File: src/rtl/lfsr_stim_gen_pkg.sv
`default_nettype none
// ============================================================================
//  Module      : stim_gen_pkg
//  Description : Shared state encoding and default LFSR constants.
//  Revision    : 1.0 - initial release
// ============================================================================
package stim_gen_pkg;

    typedef enum logic [1:0] {
        IDLE    = 2'd0,
        PRESENT = 2'd1,
        HOLD    = 2'd2,
        DONE    = 2'd3
    } state_t;

    localparam logic [15:0] C_DEFAULT_SEED = 16'hACE1;
    // x^16 + x^14 + x^13 + x^11 + 1, right-shifting Galois form
    localparam logic [15:0] C_DEFAULT_TAPS = 16'hB400;

endpackage
`default_nettype wire

File: src/rtl/lfsr_stim_gen_if.sv
`default_nettype none
// ============================================================================
//  Module      : lfsr_stim_gen_if
//  Description : Valid/ready item bus between the stimulus source and sink.
//  Revision    : 1.0 - initial release
// ============================================================================
interface lfsr_stim_gen_if #(
    parameter int DATA_W = 8
) ();

    logic [DATA_W-1:0] data_out;
    logic              data_valid;
    logic              data_ready;

    modport master (
        output data_out,
        output data_valid,
        input  data_ready
    );

    modport slave (
        input  data_out,
        input  data_valid,
        output data_ready
    );

endinterface
`default_nettype wire

File: src/rtl/lfsr_stim_gen_galois.sv
`default_nettype none
// ============================================================================
//  Module      : lfsr_galois
//  Description : Right-shifting Galois LFSR with synchronous load and step.
//  Revision    : 1.0 - initial release
// ============================================================================
module lfsr_galois
    import stim_gen_pkg::*;
#(
    parameter int                LFSR_W = 16,
    parameter logic [LFSR_W-1:0] TAPS   = C_DEFAULT_TAPS,
    parameter logic [LFSR_W-1:0] SEED   = C_DEFAULT_SEED
) (
    input  wire logic              clk,
    input  wire logic              rst,
    input  wire logic              load,
    input  wire logic [LFSR_W-1:0] load_val,
    input  wire logic              step,
    output logic      [LFSR_W-1:0] state
);

    logic [LFSR_W-1:0] state_q;
    logic [LFSR_W-1:0] state_d;

    // Load wins over step so a reseed is never lost to a concurrent advance
    always_comb begin
        state_d = state_q;
        if (load) begin
            state_d = load_val;
        end else if (step) begin
            state_d = (state_q >> 1) ^ (state_q[0] ? TAPS : '0);
        end
    end

    always_ff @(posedge clk) begin
        if (rst) begin
            state_q <= SEED;
        end else begin
            state_q <= state_d;
        end
    end

    assign state = state_q;

endmodule
`default_nettype wire

File: src/rtl/lfsr_stim_gen.sv
`default_nettype none
// ============================================================================
//  Module      : lfsr_stim_gen
//  Description : Emits a counted run of LFSR items on valid/ready, holding
//                each accepted item stable for HOLD_CYCLES clocks.
//  Revision    : 1.0 - initial release
// ============================================================================
module lfsr_stim_gen
    import stim_gen_pkg::*;
#(
    parameter int                DATA_W      = 8,
    parameter int                LFSR_W      = 16,
    parameter logic [LFSR_W-1:0] SEED        = C_DEFAULT_SEED,
    parameter logic [LFSR_W-1:0] TAPS        = C_DEFAULT_TAPS,
    parameter int                HOLD_CYCLES = 10,
    parameter int                CNT_W       = 16
) (
    input  wire logic              clk,
    input  wire logic              rst,
    input  wire logic              start,
    input  wire logic              seed_load,
    input  wire logic [LFSR_W-1:0] seed_in,
    input  wire logic [CNT_W-1:0]  num_items,
    lfsr_stim_gen_if.master        bus,
    output logic                   busy,
    output logic                   done,
    output logic      [CNT_W-1:0]  item_idx
);

    localparam int HOLD_W = (HOLD_CYCLES > 1) ? $clog2(HOLD_CYCLES) : 1;

    state_t              state_q,    state_d;
    logic [DATA_W-1:0]   data_q,     data_d;
    logic [CNT_W-1:0]    idx_q,      idx_d;
    logic [CNT_W-1:0]    count_q,    count_d;
    logic [HOLD_W-1:0]   hold_q,     hold_d;

    logic [LFSR_W-1:0]   w_lfsr;
    logic [LFSR_W-1:0]   w_seed_fix;
    logic                w_load;
    logic                w_step;
    logic [DATA_W-1:0]   w_cur_lo;
    logic [DATA_W-1:0]   w_next_lo;
    logic [DATA_W-1:0]   w_tap_lo;
    logic [CNT_W-1:0]    w_idx_inc;

    assign w_seed_fix = (seed_in == '0) ? SEED : seed_in;
    assign w_load     = (state_q == IDLE) && seed_load;
    assign w_step     = (state_q == HOLD) && (hold_q == '0);
    assign w_idx_inc  = idx_q + CNT_W'(1);

    lfsr_galois #(
        .LFSR_W   (LFSR_W),
        .TAPS     (TAPS),
        .SEED     (SEED)
    ) u_lfsr (
        .clk      (clk),
        .rst      (rst),
        .load     (w_load),
        .load_val (w_seed_fix),
        .step     (w_step),
        .state    (w_lfsr)
    );

    // A same-cycle reseed must show up in the first item of the run
    assign w_cur_lo = w_load ? w_seed_fix[DATA_W-1:0] : w_lfsr[DATA_W-1:0];
    assign w_tap_lo = w_lfsr[0] ? TAPS[DATA_W-1:0] : '0;

    // Only the low DATA_W bits of the next LFSR state are needed here
    if (DATA_W < LFSR_W) begin : g_next_narrow
        assign w_next_lo = w_lfsr[DATA_W:1] ^ w_tap_lo;
    end else begin : g_next_full
        assign w_next_lo = {1'b0, w_lfsr[LFSR_W-1:1]} ^ w_tap_lo;
    end

    always_comb begin
        state_d = state_q;
        data_d  = data_q;
        idx_d   = idx_q;
        count_d = count_q;
        hold_d  = hold_q;
        case (state_q)
            IDLE: begin
                if (start) begin
                    if (num_items != '0) begin
                        count_d = num_items;
                        idx_d   = '0;
                        data_d  = w_cur_lo;
                        state_d = PRESENT;
                    end else begin
                        state_d = DONE;
                    end
                end
            end
            PRESENT: begin
                if (bus.data_ready) begin
                    hold_d  = HOLD_W'(HOLD_CYCLES - 1);
                    state_d = HOLD;
                end
            end
            HOLD: begin
                if (hold_q == '0) begin
                    if (w_idx_inc == count_q) begin
                        state_d = DONE;
                    end else begin
                        idx_d   = w_idx_inc;
                        data_d  = w_next_lo;
                        state_d = PRESENT;
                    end
                end else begin
                    hold_d = hold_q - HOLD_W'(1);
                end
            end
            DONE: begin
                state_d = IDLE;
            end
            default: begin
                state_d = IDLE;
            end
        endcase
    end

    always_ff @(posedge clk) begin
        if (rst) begin
            state_q <= IDLE;
            data_q  <= '0;
            idx_q   <= '0;
            count_q <= '0;
            hold_q  <= '0;
        end else begin
            state_q <= state_d;
            data_q  <= data_d;
            idx_q   <= idx_d;
            count_q <= count_d;
            hold_q  <= hold_d;
        end
    end

    assign bus.data_out   = data_q;
    assign bus.data_valid = (state_q == PRESENT);
    assign busy           = (state_q == PRESENT) || (state_q == HOLD);
    assign done           = (state_q == DONE);
    assign item_idx       = idx_q;

endmodule
`default_nettype wire

File: src/flat_wrapper.sv
// flat-port wrapper written by rule: the top's interface ports become plain ports
module lfsr_stim_gen_flat import stim_gen_pkg::*;
#(
    parameter int                DATA_W      = 8,
    parameter int                LFSR_W      = 16,
    parameter logic [LFSR_W-1:0] SEED        = C_DEFAULT_SEED,
    parameter logic [LFSR_W-1:0] TAPS        = C_DEFAULT_TAPS,
    parameter int                HOLD_CYCLES = 10,
    parameter int                CNT_W       = 16
)
  (clk, rst, start, seed_load, seed_in, num_items, busy, done, item_idx, bus_data_out, bus_data_valid, bus_data_ready);
  lfsr_stim_gen_if #(.DATA_W(DATA_W)) bus_i ();
  input  wire logic clk;
  input  wire logic rst;
  input  wire logic start;
  input  wire logic seed_load;
  input  wire logic [LFSR_W-1:0] seed_in;
  input  wire logic [CNT_W-1:0] num_items;
  output logic busy;
  output logic done;
  output logic      [CNT_W-1:0] item_idx;
  output wire logic [$bits(bus_i.data_out)-1:0] bus_data_out;
  output wire logic [$bits(bus_i.data_valid)-1:0] bus_data_valid;
  input wire logic [$bits(bus_i.data_ready)-1:0] bus_data_ready;
  assign bus_data_out = bus_i.data_out;
  assign bus_data_valid = bus_i.data_valid;
  assign bus_i.data_ready = bus_data_ready;
  lfsr_stim_gen #(.DATA_W(DATA_W), .LFSR_W(LFSR_W), .SEED(SEED), .TAPS(TAPS), .HOLD_CYCLES(HOLD_CYCLES), .CNT_W(CNT_W)) u_core (.clk(clk), .rst(rst), .start(start), .seed_load(seed_load), .seed_in(seed_in), .num_items(num_items), .bus(bus_i), .busy(busy), .done(done), .item_idx(item_idx));
endmodule
File: config.mk
export PLATFORM = sky130hd
export DESIGN_NAME = lfsr_stim_gen_flat
export DESIGN_NICKNAME = d
export VERILOG_FILES = /design/src/rtl/lfsr_stim_gen_pkg.sv /design/src/rtl/lfsr_stim_gen_if.sv /design/src/rtl/lfsr_stim_gen_galois.sv /design/src/rtl/lfsr_stim_gen.sv /design/src/flat_wrapper.sv
export SDC_FILE = /design/constraint.sdc
export NUM_CORES = 1
export LEC_CHECK = 0
export ABC_AREA = 1
export BUFFER_PORTS_ARGS = -buffer_cell sky130_fd_sc_hd__buf_4
export CORE_ASPECT_RATIO = 2
export CORE_MARGIN = 5
export CORE_UTILIZATION = 50
export CTS_CLUSTER_DIAMETER = 40
export DETAILED_ROUTE_END_ITERATION = 12
export PLACE_DENSITY = 0.81
export SLEW_MARGIN = 10
export SYNTH_ARGS = -nofsm -noshare
export SYNTH_HDL_FRONTEND = slang
export SYNTH_SLANG_ARGS = --single-unit
File: constraint.sdc
create_clock -name clk -period 4.7 [get_ports clk]
set_input_delay 1.41 -clock clk [delete_from_list [all_inputs] [get_ports clk]]
set_output_delay 1.41 -clock clk [all_outputs]
set_load 0.01 [all_outputs]
==> flow_summary.html, run 1 <==
<table>
<tr><th>Metric</th><th>Value</th></tr>
<tr><th colspan="2">Timing</th></tr>
<tr><td>Final setup TNS</td><td>0 ps</td></tr>
<tr><td>Highest clock frequency the design can meet</td><td>330 MHz</td></tr>
<tr><td>Min Clock Period, post-route</td><td>3030 ps</td></tr>
<tr><td>Number of endpoints with negative hold slack in the final report</td><td>0</td></tr>
<tr><td>Worst Skew</td><td>6.06 ps</td></tr>
<tr><td>Max-slew violations</td><td>0</td></tr>
<tr><td>Fraction of the cycle the final worst path needs</td><td>0.645</td></tr>
<tr><td>Hold Worst Slack</td><td>463 ps</td></tr>
<tr><td>Worst slew margin relative to its limit</td><td>0.376</td></tr>
<tr><td>Slew @ Worst Pin</td><td>933 ps</td></tr>
<tr><td>Final setup violation count</td><td>0</td></tr>
<tr><td>RSZ-0062 raised after global routing</td><td>no</td></tr>
<tr><th colspan="2">Worst setup path</th></tr>
<tr><td>Delay of the slowest cell on the worst path</td><td>510 ps</td></tr>
<tr><td>Depth of the worst register-to-register path</td><td>15</td></tr>
<tr><td>Crit path max-delay cell type</td><td>sky130_fd_sc_hd__nand2_2</td></tr>
<tr><td>Cell count along the critical path</td><td>15</td></tr>
<tr><td>Kind of cell adding the most delay to the critical path</td><td>simple AND/OR/NAND/NOR gates</td></tr>
<tr><td>Required time reported for the critical path endpoint</td><td>4960 ps</td></tr>
<tr><td>Nature of the critical path startpoint</td><td>flop</td></tr>
<tr><td>Critical path cell sequence</td><td>ha_1 &gt; nand2_1 &gt; nor2_4 &gt; nand2_1 &gt; nand3_1 &gt; nand2_1 &gt; inv_1 &gt; nand2_1 &gt; nor2_1 &gt; nand3_1 &gt; nor2_1 &gt; nand2_2 &gt; nand2_2 &gt; nand2_1 &gt; a21oi_1</td></tr>
<tr><td>Setup Crit Path Kind</td><td>reg -&gt; reg</td></tr>
<tr><td>Type of element capturing the critical path</td><td>flop</td></tr>
<tr><td>Maximum fanout count along the critical path</td><td>30</td></tr>
<tr><td>CP bufs+invs</td><td>1</td></tr>
<tr><td>Most used cell, CP</td><td>sky130_fd_sc_hd__nand2_1</td></tr>
<tr><td>Arrival time reported for the critical path endpoint</td><td>3290 ps</td></tr>
<tr><th colspan="2">Clocking</th></tr>
<tr><td>Hold-fix buffers at CTS</td><td>0</td></tr>
<tr><td>Source-to-sink clock delay at the later pin of the worst-skew pair</td><td>340 ps</td></tr>
<tr><td>Maximum clock path buffer count</td><td>2</td></tr>
<tr><td># clock sinks</td><td>62</td></tr>
<tr><td>Clock root buffer master</td><td>sky130_fd_sc_hd__clkbuf_16</td></tr>
<tr><td>Clock tree from TritonCTS</td><td>done</td></tr>
<tr><td>Count of buffers added by post-CTS timing repair for setup</td><td>0</td></tr>
<tr><td>Level count of the clock H-tree</td><td>3</td></tr>
<tr><td>Number of buffers inserted during clock tree synthesis</td><td>9</td></tr>
<tr><td>Number of gates given a new drive strength after cts</td><td>0</td></tr>
<tr><td>Clock slew at reported path FFs</td><td>50 ps</td></tr>
<tr><th colspan="2">Synthesis</th></tr>
<tr><td>Sequential-to-total area share from yosys stat</td><td>0.336</td></tr>
<tr><td>Count of unique library cells instantiated by Yosys</td><td>35</td></tr>
<tr><td>Number of instances in the synthesized netlist</td><td>552</td></tr>
<tr><td>Flop and latch count out of synthesis</td><td>62</td></tr>
<tr><td>Syn Std Cell Area</td><td>0.00369 mm^2</td></tr>
<tr><td>Average footprint of a synthesized cell</td><td>6.68 um^2</td></tr>
<tr><td>Post-synthesis net count</td><td>596</td></tr>
<tr><td>Synthesis warning total</td><td>0</td></tr>
<tr><th colspan="2">Pwr</th></tr>
<tr><td>Peak VDD IR</td><td>0.352 mV</td></tr>
<tr><td>Leakage power</td><td>1.86 nW</td></tr>
<tr><td>P per Cell Area</td><td>546 mW/mm^2</td></tr>
<tr><td>Post-route total power</td><td>2.41 mW</td></tr>
<tr><th colspan="2">GRT</th></tr>
<tr><td>Overall global routing resource usage</td><td>0.237</td></tr>
<tr><td>First-pass GRT wire length</td><td>17600 um</td></tr>
<tr><td>Number of global-route vias before repair</td><td>3927</td></tr>
<tr><td>Number of antenna violations at the first check in global routing</td><td>0</td></tr>
<tr><td>Residual overflow from global routing</td><td>0</td></tr>
<tr><td>Maximum number of pins on one net before global-route repair</td><td>37</td></tr>
<tr><th colspan="2">Route</th></tr>
<tr><td>Routed Antenna Nets</td><td>0</td></tr>
<tr><td>Post-detailed-routing wire length</td><td>10600 um</td></tr>
<tr><td>Wirelength per Cell</td><td>15.2 um</td></tr>
<tr><td>Number of design rule violations left after detail routing</td><td>0</td></tr>
<tr><td>DR vias/cell</td><td>5.58</td></tr>
<tr><td>First-pass iteration count of the detailed router</td><td>5</td></tr>
<tr><td>Number of vias after detailed routing</td><td>3903</td></tr>
<tr><td>Iter 0 DRT Violations</td><td>297</td></tr>
<tr><th colspan="2">Cells and area</th></tr>
<tr><td>Total number of nets in the final design</td><td>647</td></tr>
<tr><td>Diodes inserted</td><td>0</td></tr>
<tr><td>Layout Cells excl Fill</td><td>699</td></tr>
<tr><td>Fillcell total</td><td>663</td></tr>
<tr><td>Share of cells above drive strength 1</td><td>0.188</td></tr>
<tr><td>Synthesis-to-layout area growth</td><td>19.6%</td></tr>
<tr><th colspan="2">Place</th></tr>
<tr><td>Port buffer count</td><td>63</td></tr>
<tr><td>DP Wirelength</td><td>7990 um</td></tr>
<tr><td>Weighted congestion at the end of routability-driven global placement</td><td>0.954</td></tr>
<tr><td>Number of placed instances, taps included</td><td>684</td></tr>
<tr><th colspan="2">Floorplan</th></tr>
<tr><td>Starting utilization of the core area</td><td>0.511</td></tr>
<tr><td>Chip Width</td><td>70.7 um</td></tr>
<tr><td>Placement row count</td><td>44</td></tr>
<tr><td>Std-Cell Core Area</td><td>0.00721 mm^2</td></tr>
<tr><td>Die outline area</td><td>0.00930 mm^2</td></tr>
<tr><td>Die height</td><td>131 um</td></tr>
<tr><td>Number of placed I/O pins</td><td>64</td></tr>
<tr><th colspan="2">Run</th></tr>
<tr><td>Number of maximum-capacitance constraint violations</td><td>0</td></tr>
<tr><th colspan="2">Min path</th></tr>
<tr><td>Worst hold-check path type</td><td>reg -&gt; reg</td></tr>
<tr><td>Number of instances on the worst hold path</td><td>2</td></tr>
<tr><th colspan="2">Status</th></tr>
<tr><td>Outcome</td><td>complete, no violations</td></tr>
</table>
-- path summary, 6_finish.rpt --
path,slack (ps),start,endpoint
worst max register to register,1670,u_core.item_idx[0],u_core.bus.data_out[6]
worst min-delay path,460,u_core.bus.data_out[1],u_core.bus.data_out[1]
worst max-delay path,1670,u_core.item_idx[0],u_core.bus.data_out[6]
worst min register to register,460,u_core.bus.data_out[1],u_core.bus.data_out[1]
-- registers in the layout, summed over array words and instances (netlist names) --
name,cells
u_core.bus.data_out,8
u_core.u_lfsr.state,16
u_core.item_idx,16
u_core.hold_q,4
u_core.count_q,16
u_core.state_q,2
-- area by class of cell --
| type | instances | area [um^2] | area share |
|---|---|---|---|
| clock buffer | 10 | 229 | 0.0519 |
| clock inverter | 5 | 27.5 | 0.00624 |
| inverter | 58 | 218 | 0.0493 |
| multi-input combinational | 407 | 2090 | 0.474 |
| sequential | 62 | 1240 | 0.281 |
| tap | 92 | 115 | 0.0261 |
| timing repair buffer | 65 | 488 | 0.111 |
-- cell usage in the layout (no fill, tap or decap), types with 3 or more instances in the layout --
cell,Yosys,layout
sky130_fd_sc_hd__nor2_2,4,5
sky130_fd_sc_hd__inv_1,57,57
sky130_fd_sc_hd__nand2_1,129,129
sky130_fd_sc_hd__ha_1,7,7
sky130_fd_sc_hd__o21ai_0,47,47
sky130_fd_sc_hd__nor2_4,4,4
sky130_fd_sc_hd__clkinv_2,0,4
sky130_fd_sc_hd__nand2_2,4,4
sky130_fd_sc_hd__nor2_1,48,47
sky130_fd_sc_hd__nand3_1,53,53
sky130_fd_sc_hd__dfxtp_1,62,62
sky130_fd_sc_hd__a31oi_1,14,14
sky130_fd_sc_hd__a21oi_2,10,10
sky130_fd_sc_hd__buf_4,0,65
sky130_fd_sc_hd__o31ai_1,3,3
sky130_fd_sc_hd__clkbuf_16,0,9
sky130_fd_sc_hd__nor4_1,4,4
sky130_fd_sc_hd__nand3_2,10,10
sky130_fd_sc_hd__a21oi_1,44,44
sky130_fd_sc_hd__nand4_1,11,11
-- cells by family after synthesis --
group	after synthesis	share of synthesized area
and+or+nand+nor	271	0.337
DFF	62	0.336
AOI/OAI and AO/OA	124	0.191
adders and majority gates	7	0.0237
xor gates and xnor gates	5	0.0156
buffers and inverters	83	0.0967
-- routing by layer --
metal  wire length [um]  share of wire  track usage  vias to the layer above
met1               3590           0.34        0.225                     1776
li1                   -              -            -                     1945
met5                  0              0            0                        -
met4                654          0.062        0.187                        0
met2               5900           0.56        0.430                      139
met3                474          0.045       0.0382                       43
-- synthesized netlist by cell type (all sizes together) --
library cell  number  share of area
nand3             63          0.099
xnor2              2         0.0047
a21oi             54          0.083
o31ai              3         0.0061
buf               11          0.023
ha                 7          0.024
nor2              56          0.068
a221oi             1         0.0024
dfxtp             62           0.34
o211ai             1         0.0020
o21ai             48          0.066
nand2            133           0.14
inv               57          0.058
a31oi             14          0.024
nand4             11          0.019
nor3               2         0.0027
a311oi             1         0.0024
xnor3              1         0.0061
xor2               2         0.0047
or2                1         0.0017
clkinv             1         0.0010
a211oi             1         0.0020
clkbuf            14          0.014
nor4               4         0.0068
o2111ai            1         0.0024
nand3b             1         0.0020
-- through the flow --
stage,instance area (um^2),setup WS [ps],util
2_1_floorplan,3690,2010,-
4_1_cts,4410,1650,0.612
3_3_place_gp,4160,1500,0.576
6_report,4410,1670,0.612
5_1_grt,4410,1390,0.612
3_5_place_dp,4160,1440,0.576
-- worst min-delay path, delay by kind of cell, from the launching register on --
family,cells,cell delay [ps]
AO/OA/AOI/OAI,1,50
AND/OR/NAND/NOR,1,60
flip-flops,1,310
-- where the power goes --
part           leakage (nW)  switching, mW  internal, mW
Clock                 0.128          0.230         0.349
Sequential            0.510          0.107         0.677
Combinational          1.22          0.668         0.377
Total                  1.86           1.00          1.40
No activity file was read; power rests on OpenSTA's default activity.
==> run 2, diff against run 1 <==
--- a/config.mk
+++ b/config.mk
@@ -5,14 +5,14 @@
 export SDC_FILE = /design/constraint.sdc
 export NUM_CORES = 1
 export LEC_CHECK = 0
-export ABC_AREA = 1
+export ABC_AREA = 0
 export BUFFER_PORTS_ARGS = -buffer_cell sky130_fd_sc_hd__buf_4
 export CORE_ASPECT_RATIO = 2
 export CORE_MARGIN = 5
 export CORE_UTILIZATION = 50
 export CTS_CLUSTER_DIAMETER = 40
 export DETAILED_ROUTE_END_ITERATION = 12
-export PLACE_DENSITY = 0.81
+export PLACE_DENSITY = 0.82
 export SLEW_MARGIN = 10
 export SYNTH_ARGS = -nofsm -noshare
 export SYNTH_HDL_FRONTEND = slang
==> constraint.sdc (replaced) <==
create_clock -name clk -period 2.8 [get_ports clk]
set_input_delay 0.84 -clock clk [delete_from_list [all_inputs] [get_ports clk]]
set_output_delay 0.84 -clock clk [all_outputs]
set_load 0.01 [all_outputs]
==> flow_summary.html, run 2 <==
<table>
<tr><th>Metric</th><th>Value</th></tr>
<tr><th colspan="2">Pwr</th></tr>
<tr><td>Internal power</td><td>2.47 mW</td></tr>
<tr><td>Switching part of the total power</td><td>0.359</td></tr>
<tr><td>Leakage power</td><td>1.84 nW</td></tr>
<tr><td>P per Cell Area</td><td>846 mW/mm^2</td></tr>
<tr><td>Power share of the combinational group</td><td>0.415</td></tr>
<tr><td>Part of the total power dissipated in sequential elements</td><td>0.310</td></tr>
<tr><td>Share of power burned in the clock network</td><td>0.275</td></tr>
<tr><td>Post-route total power</td><td>3.85 mW</td></tr>
<tr><td>Net load switching power</td><td>1.38 mW</td></tr>
<tr><td>Peak VDD IR</td><td>0.711 mV</td></tr>
<tr><th colspan="2">Synthesis</th></tr>
<tr><td>Count of unique library cells instantiated by Yosys</td><td>50</td></tr>
<tr><td>Sequential-to-total area share from yosys stat</td><td>0.344</td></tr>
<tr><td>Library cell with the highest instance count after synthesis</td><td>sky130_fd_sc_hd__dfxtp_1</td></tr>
<tr><td>Post-synthesis net count</td><td>489</td></tr>
<tr><td>Syn Std Cell Area</td><td>0.00361 mm^2</td></tr>
<tr><td>Number of flops mapped to enable cells by yosys</td><td>0</td></tr>
<tr><td>Area contributors post-synth</td><td>sky130_fd_sc_hd__dfxtp_1 (34%), sky130_fd_sc_hd__mux2i_1 (5.8%), sky130_fd_sc_hd__a21oi_1 (5.1%)</td></tr>
<tr><td>Leading cell types by count after synthesis</td><td>sky130_fd_sc_hd__dfxtp_1 (62), sky130_fd_sc_hd__nand2_1 (46), sky130_fd_sc_hd__nor2_1 (38)</td></tr>
<tr><td>Predominant post-synthesis flop cell</td><td>sky130_fd_sc_hd__dfxtp_1</td></tr>
<tr><td>Number of instances in the synthesized netlist</td><td>445</td></tr>
<tr><td>Fraction of registers with async set or reset after synthesis</td><td>0</td></tr>
<tr><td>Cell type with the highest aggregate area in the netlist</td><td>sky130_fd_sc_hd__dfxtp_1</td></tr>
<tr><td>Synthesis warning total</td><td>0</td></tr>
<tr><td>Share of the synthesized area in the top cell type</td><td>0.344</td></tr>
<tr><td>Flop and latch count out of synthesis</td><td>62</td></tr>
<tr><td>Average footprint of a synthesized cell</td><td>8.11 um^2</td></tr>
<tr><th colspan="2">Worst setup path</th></tr>
<tr><td>Critical path cell sequence</td><td>nand4_1 &gt; buf_4 &gt; or4_1 &gt; nand3_1 &gt; o211ai_1 &gt; and4_4 &gt; or4_1 &gt; a21oi_1</td></tr>
<tr><td>Nature of the critical path startpoint</td><td>flop</td></tr>
<tr><td>Startpoint of the lowest-slack register-to-register path</td><td>u_core.item_idx[2]</td></tr>
<tr><td>Crit path max-delay cell type</td><td>sky130_fd_sc_hd__dfxtp_1</td></tr>
<tr><td>Required time reported for the critical path endpoint</td><td>3050 ps</td></tr>
<tr><td>Delay of the slowest cell on the worst path</td><td>510 ps</td></tr>
<tr><td>CP bufs+invs</td><td>1</td></tr>
<tr><td>Maximum fanout count along the critical path</td><td>9</td></tr>
<tr><td>Crit path launch</td><td>u_core.item_idx[2]</td></tr>
<tr><td>Kind of cell adding the most delay to the critical path</td><td>simple AND/OR/NAND/NOR gates</td></tr>
<tr><td>Most used cell, CP</td><td>sky130_fd_sc_hd__or4_1</td></tr>
<tr><td>Setup Crit Path Kind</td><td>reg -&gt; reg</td></tr>
<tr><td>Arrival time reported for the critical path endpoint</td><td>2980 ps</td></tr>
<tr><td>Type of element capturing the critical path</td><td>flop</td></tr>
<tr><th colspan="2">Route</th></tr>
<tr><td>DR vias/cell</td><td>6.09</td></tr>
<tr><td>Number of vias after detailed routing</td><td>3698</td></tr>
<tr><td>Iter 0 DRT Violations</td><td>366</td></tr>
<tr><td>Routed Antenna Nets</td><td>0</td></tr>
<tr><td>First-pass iteration count of the detailed router</td><td>7</td></tr>
<tr><td>Post-detailed-routing wire length</td><td>10300 um</td></tr>
<tr><td>Wirelength per Cell</td><td>17.0 um</td></tr>
<tr><td>Number of design rule violations left after detail routing</td><td>0</td></tr>
<tr><th colspan="2">Timing</th></tr>
<tr><td>Final setup violation count</td><td>0</td></tr>
<tr><td>Slew @ Worst Pin</td><td>562 ps</td></tr>
<tr><td>Worst slew margin relative to its limit</td><td>0.626</td></tr>
<tr><td>Highest clock frequency the design can meet</td><td>366 MHz</td></tr>
<tr><td>Number of endpoints with negative hold slack in the final report</td><td>0</td></tr>
<tr><td>Worst Skew</td><td>8.96 ps</td></tr>
<tr><td>Max-slew violations</td><td>0</td></tr>
<tr><td>Min Clock Period, post-route</td><td>2730 ps</td></tr>
<tr><td>Fraction of the cycle the final worst path needs</td><td>0.975</td></tr>
<tr><th colspan="2">Clocking</th></tr>
<tr><td>Maximum clock path buffer count</td><td>2</td></tr>
<tr><td>Source-to-sink clock delay at the later pin of the worst-skew pair</td><td>340 ps</td></tr>
<tr><td>Clock root buffer master</td><td>sky130_fd_sc_hd__clkbuf_16</td></tr>
<tr><td>Clock tree from TritonCTS</td><td>done</td></tr>
<tr><td>Hold-fix buffers at CTS</td><td>0</td></tr>
<tr><td>Number of buffers inserted during clock tree synthesis</td><td>9</td></tr>
<tr><td># clock sinks</td><td>62</td></tr>
<tr><td>Level count of the clock H-tree</td><td>3</td></tr>
<tr><td>Clock slew at reported path FFs</td><td>50 ps</td></tr>
<tr><th colspan="2">Floorplan</th></tr>
<tr><td>Die height</td><td>130 um</td></tr>
<tr><td>Starting utilization of the core area</td><td>0.504</td></tr>
<tr><td>Std-Cell Core Area</td><td>0.00716 mm^2</td></tr>
<tr><td>Die outline area</td><td>0.00912 mm^2</td></tr>
<tr><td>Chip Width</td><td>70.1 um</td></tr>
<tr><td>Number of placed I/O pins</td><td>64</td></tr>
<tr><td>Placement row count</td><td>44</td></tr>
<tr><th colspan="2">Place</th></tr>
<tr><td>Weighted congestion at the end of routability-driven global placement</td><td>0.875</td></tr>
<tr><td>Port buffer count</td><td>63</td></tr>
<tr><td>Total placed instance area</td><td>0.00422 mm^2</td></tr>
<tr><td>DP Wirelength</td><td>7050 um</td></tr>
<tr><th colspan="2">Cells and area</th></tr>
<tr><td>Final standard cell utilization of the core</td><td>0.637</td></tr>
<tr><td>Most frequent standard cell in the layout excluding fill and tap cells</td><td>sky130_fd_sc_hd__buf_4</td></tr>
<tr><td>Synthesis-to-layout area growth</td><td>26.3%</td></tr>
<tr><td>Total non-filler cell area in the finished layout</td><td>0.00456 mm^2</td></tr>
<tr><td>Share of cells above drive strength 1</td><td>0.247</td></tr>
<tr><td>Most frequent cells in the layout</td><td>sky130_fd_sc_hd__buf_4 (93), sky130_fd_sc_hd__dfxtp_1 (61), sky130_fd_sc_hd__nand2_1 (46)</td></tr>
<tr><td>Total number of nets in the final design</td><td>557</td></tr>
<tr><td>Diodes inserted</td><td>0</td></tr>
<tr><th colspan="2">Status</th></tr>
<tr><td>Outcome</td><td>complete, no violations</td></tr>
<tr><th colspan="2">GRT</th></tr>
<tr><td>Maximum number of pins on one net before global-route repair</td><td>31</td></tr>
<tr><td>Overall global routing resource usage</td><td>0.221</td></tr>
<tr><td>Number of antenna violations at the first check in global routing</td><td>0</td></tr>
<tr><td>Residual overflow from global routing</td><td>0</td></tr>
<tr><td>First-pass GRT wire length</td><td>16200 um</td></tr>
<tr><td>Number of global-route vias before repair</td><td>3386</td></tr>
<tr><th colspan="2">Min path</th></tr>
<tr><td>Worst hold-check path type</td><td>reg -&gt; reg</td></tr>
<tr><td>Hold Crit Start</td><td>u_core.bus.data_out[2]</td></tr>
<tr><th colspan="2">Run</th></tr>
<tr><td>Number of maximum-capacitance constraint violations</td><td>0</td></tr>
</table>
==> run 2: changes by cell type after synthesis, moves of 12 or more <==
cell | before | now
sky130_fd_sc_hd__o21ai_0 | 47 | 10
sky130_fd_sc_hd__nand3_1 | 53 | 14
sky130_fd_sc_hd__a31oi_1 | 14 | 1
sky130_fd_sc_hd__inv_1 | 57 | 11
sky130_fd_sc_hd__mux2i_1 | 0 | 21
sky130_fd_sc_hd__clkbuf_1 | 14 | 28
sky130_fd_sc_hd__o22ai_1 | 0 | 12
sky130_fd_sc_hd__xnor2_1 | 2 | 14
sky130_fd_sc_hd__nor3_1 | 2 | 14
sky130_fd_sc_hd__nand2_1 | 129 | 46
==> run 2: kinds of logic (layout without fill, tap and decap cells) <==
logic type               Yosys count  after routing  synth area share
XOR/XNOR                          20             20            0.0486
AO/OA/AOI/OAI                    112            112             0.207
buffers and inverters             48            117            0.0597
flip-flops                        62             62             0.344
multiplexers                      31             31            0.0895
adder cells (fa/ha/maj)            7              7            0.0243
AND/OR/NAND/NOR                  165            166             0.227
==> run 2: path summary, 6_finish.rpt <==
check,endpoint,slack [ps],depth (start not counted)
worst min register to register,u_core.bus.data_out[2],510,2
worst max register to register,u_core.item_idx[3],70,8
worst max-delay path,u_core.item_idx[3],70,8
worst min-delay path,u_core.bus.data_out[2],510,2
==> run 2: repair_timing <==
item | 4_1_cts | 5_1_grt
pin swaps | 1 | 2
gates cloned | 0 | 1
gates resized for setup | 1 | 5
buffers inserted | 1 | 3
endpoints found under the setup margin | 7 | 10
==> run 2: layer usage <==
metal,track usage,routed length [um],up-vias
li1,-,-,1778
met1,0.273,4160,1708
met2,0.355,5070,179
met3,0.0501,769,33
met4,0.117,329,0
met5,0,0,-
==> run 2: power groups by stage <==
stage | registers, mW | logic, mW | clock network (mW)
after floorplan | 1.18 | 1.12 | 0
after global placement | 1.20 | 1.53 | 0
after detailed placement | 1.21 | 1.57 | 0
after CTS | 1.19 | 1.57 | 1.08
after global routing | 1.21 | 1.77 | 1.12
final | 1.19 | 1.60 | 1.06
==> run 2: worst reg2reg max path, delay by kind of cell (launching register included) <==
family	cells	cell delay [ps]
and+or+nand+nor	5	1560
AOI/OAI and AO/OA	2	390
buffers and inverters	1	190
DFF	1	510
==> run 2: through the flow <==
stage	cells	TNS [ps]	setup slack [ps]	hold WS, ps
floorplan	445	0	144	475
global placement	589	0	61.6	493
detailed placement	589	-39.2	-15.1	490
CTS	603	0	30.1	511
global route	607	-180	-72.2	546
finish	607	0	69.9	506
==> run 2: layout make-up <==
type,count,area (um^2)
clock buffers,11,243
clock inverters,2,35.0
fillers,614,2600
inverters,11,41.3
multi-input cells,336,2180
flip-flops and latches,62,1240
well taps,92,115
repair buffers,93,698
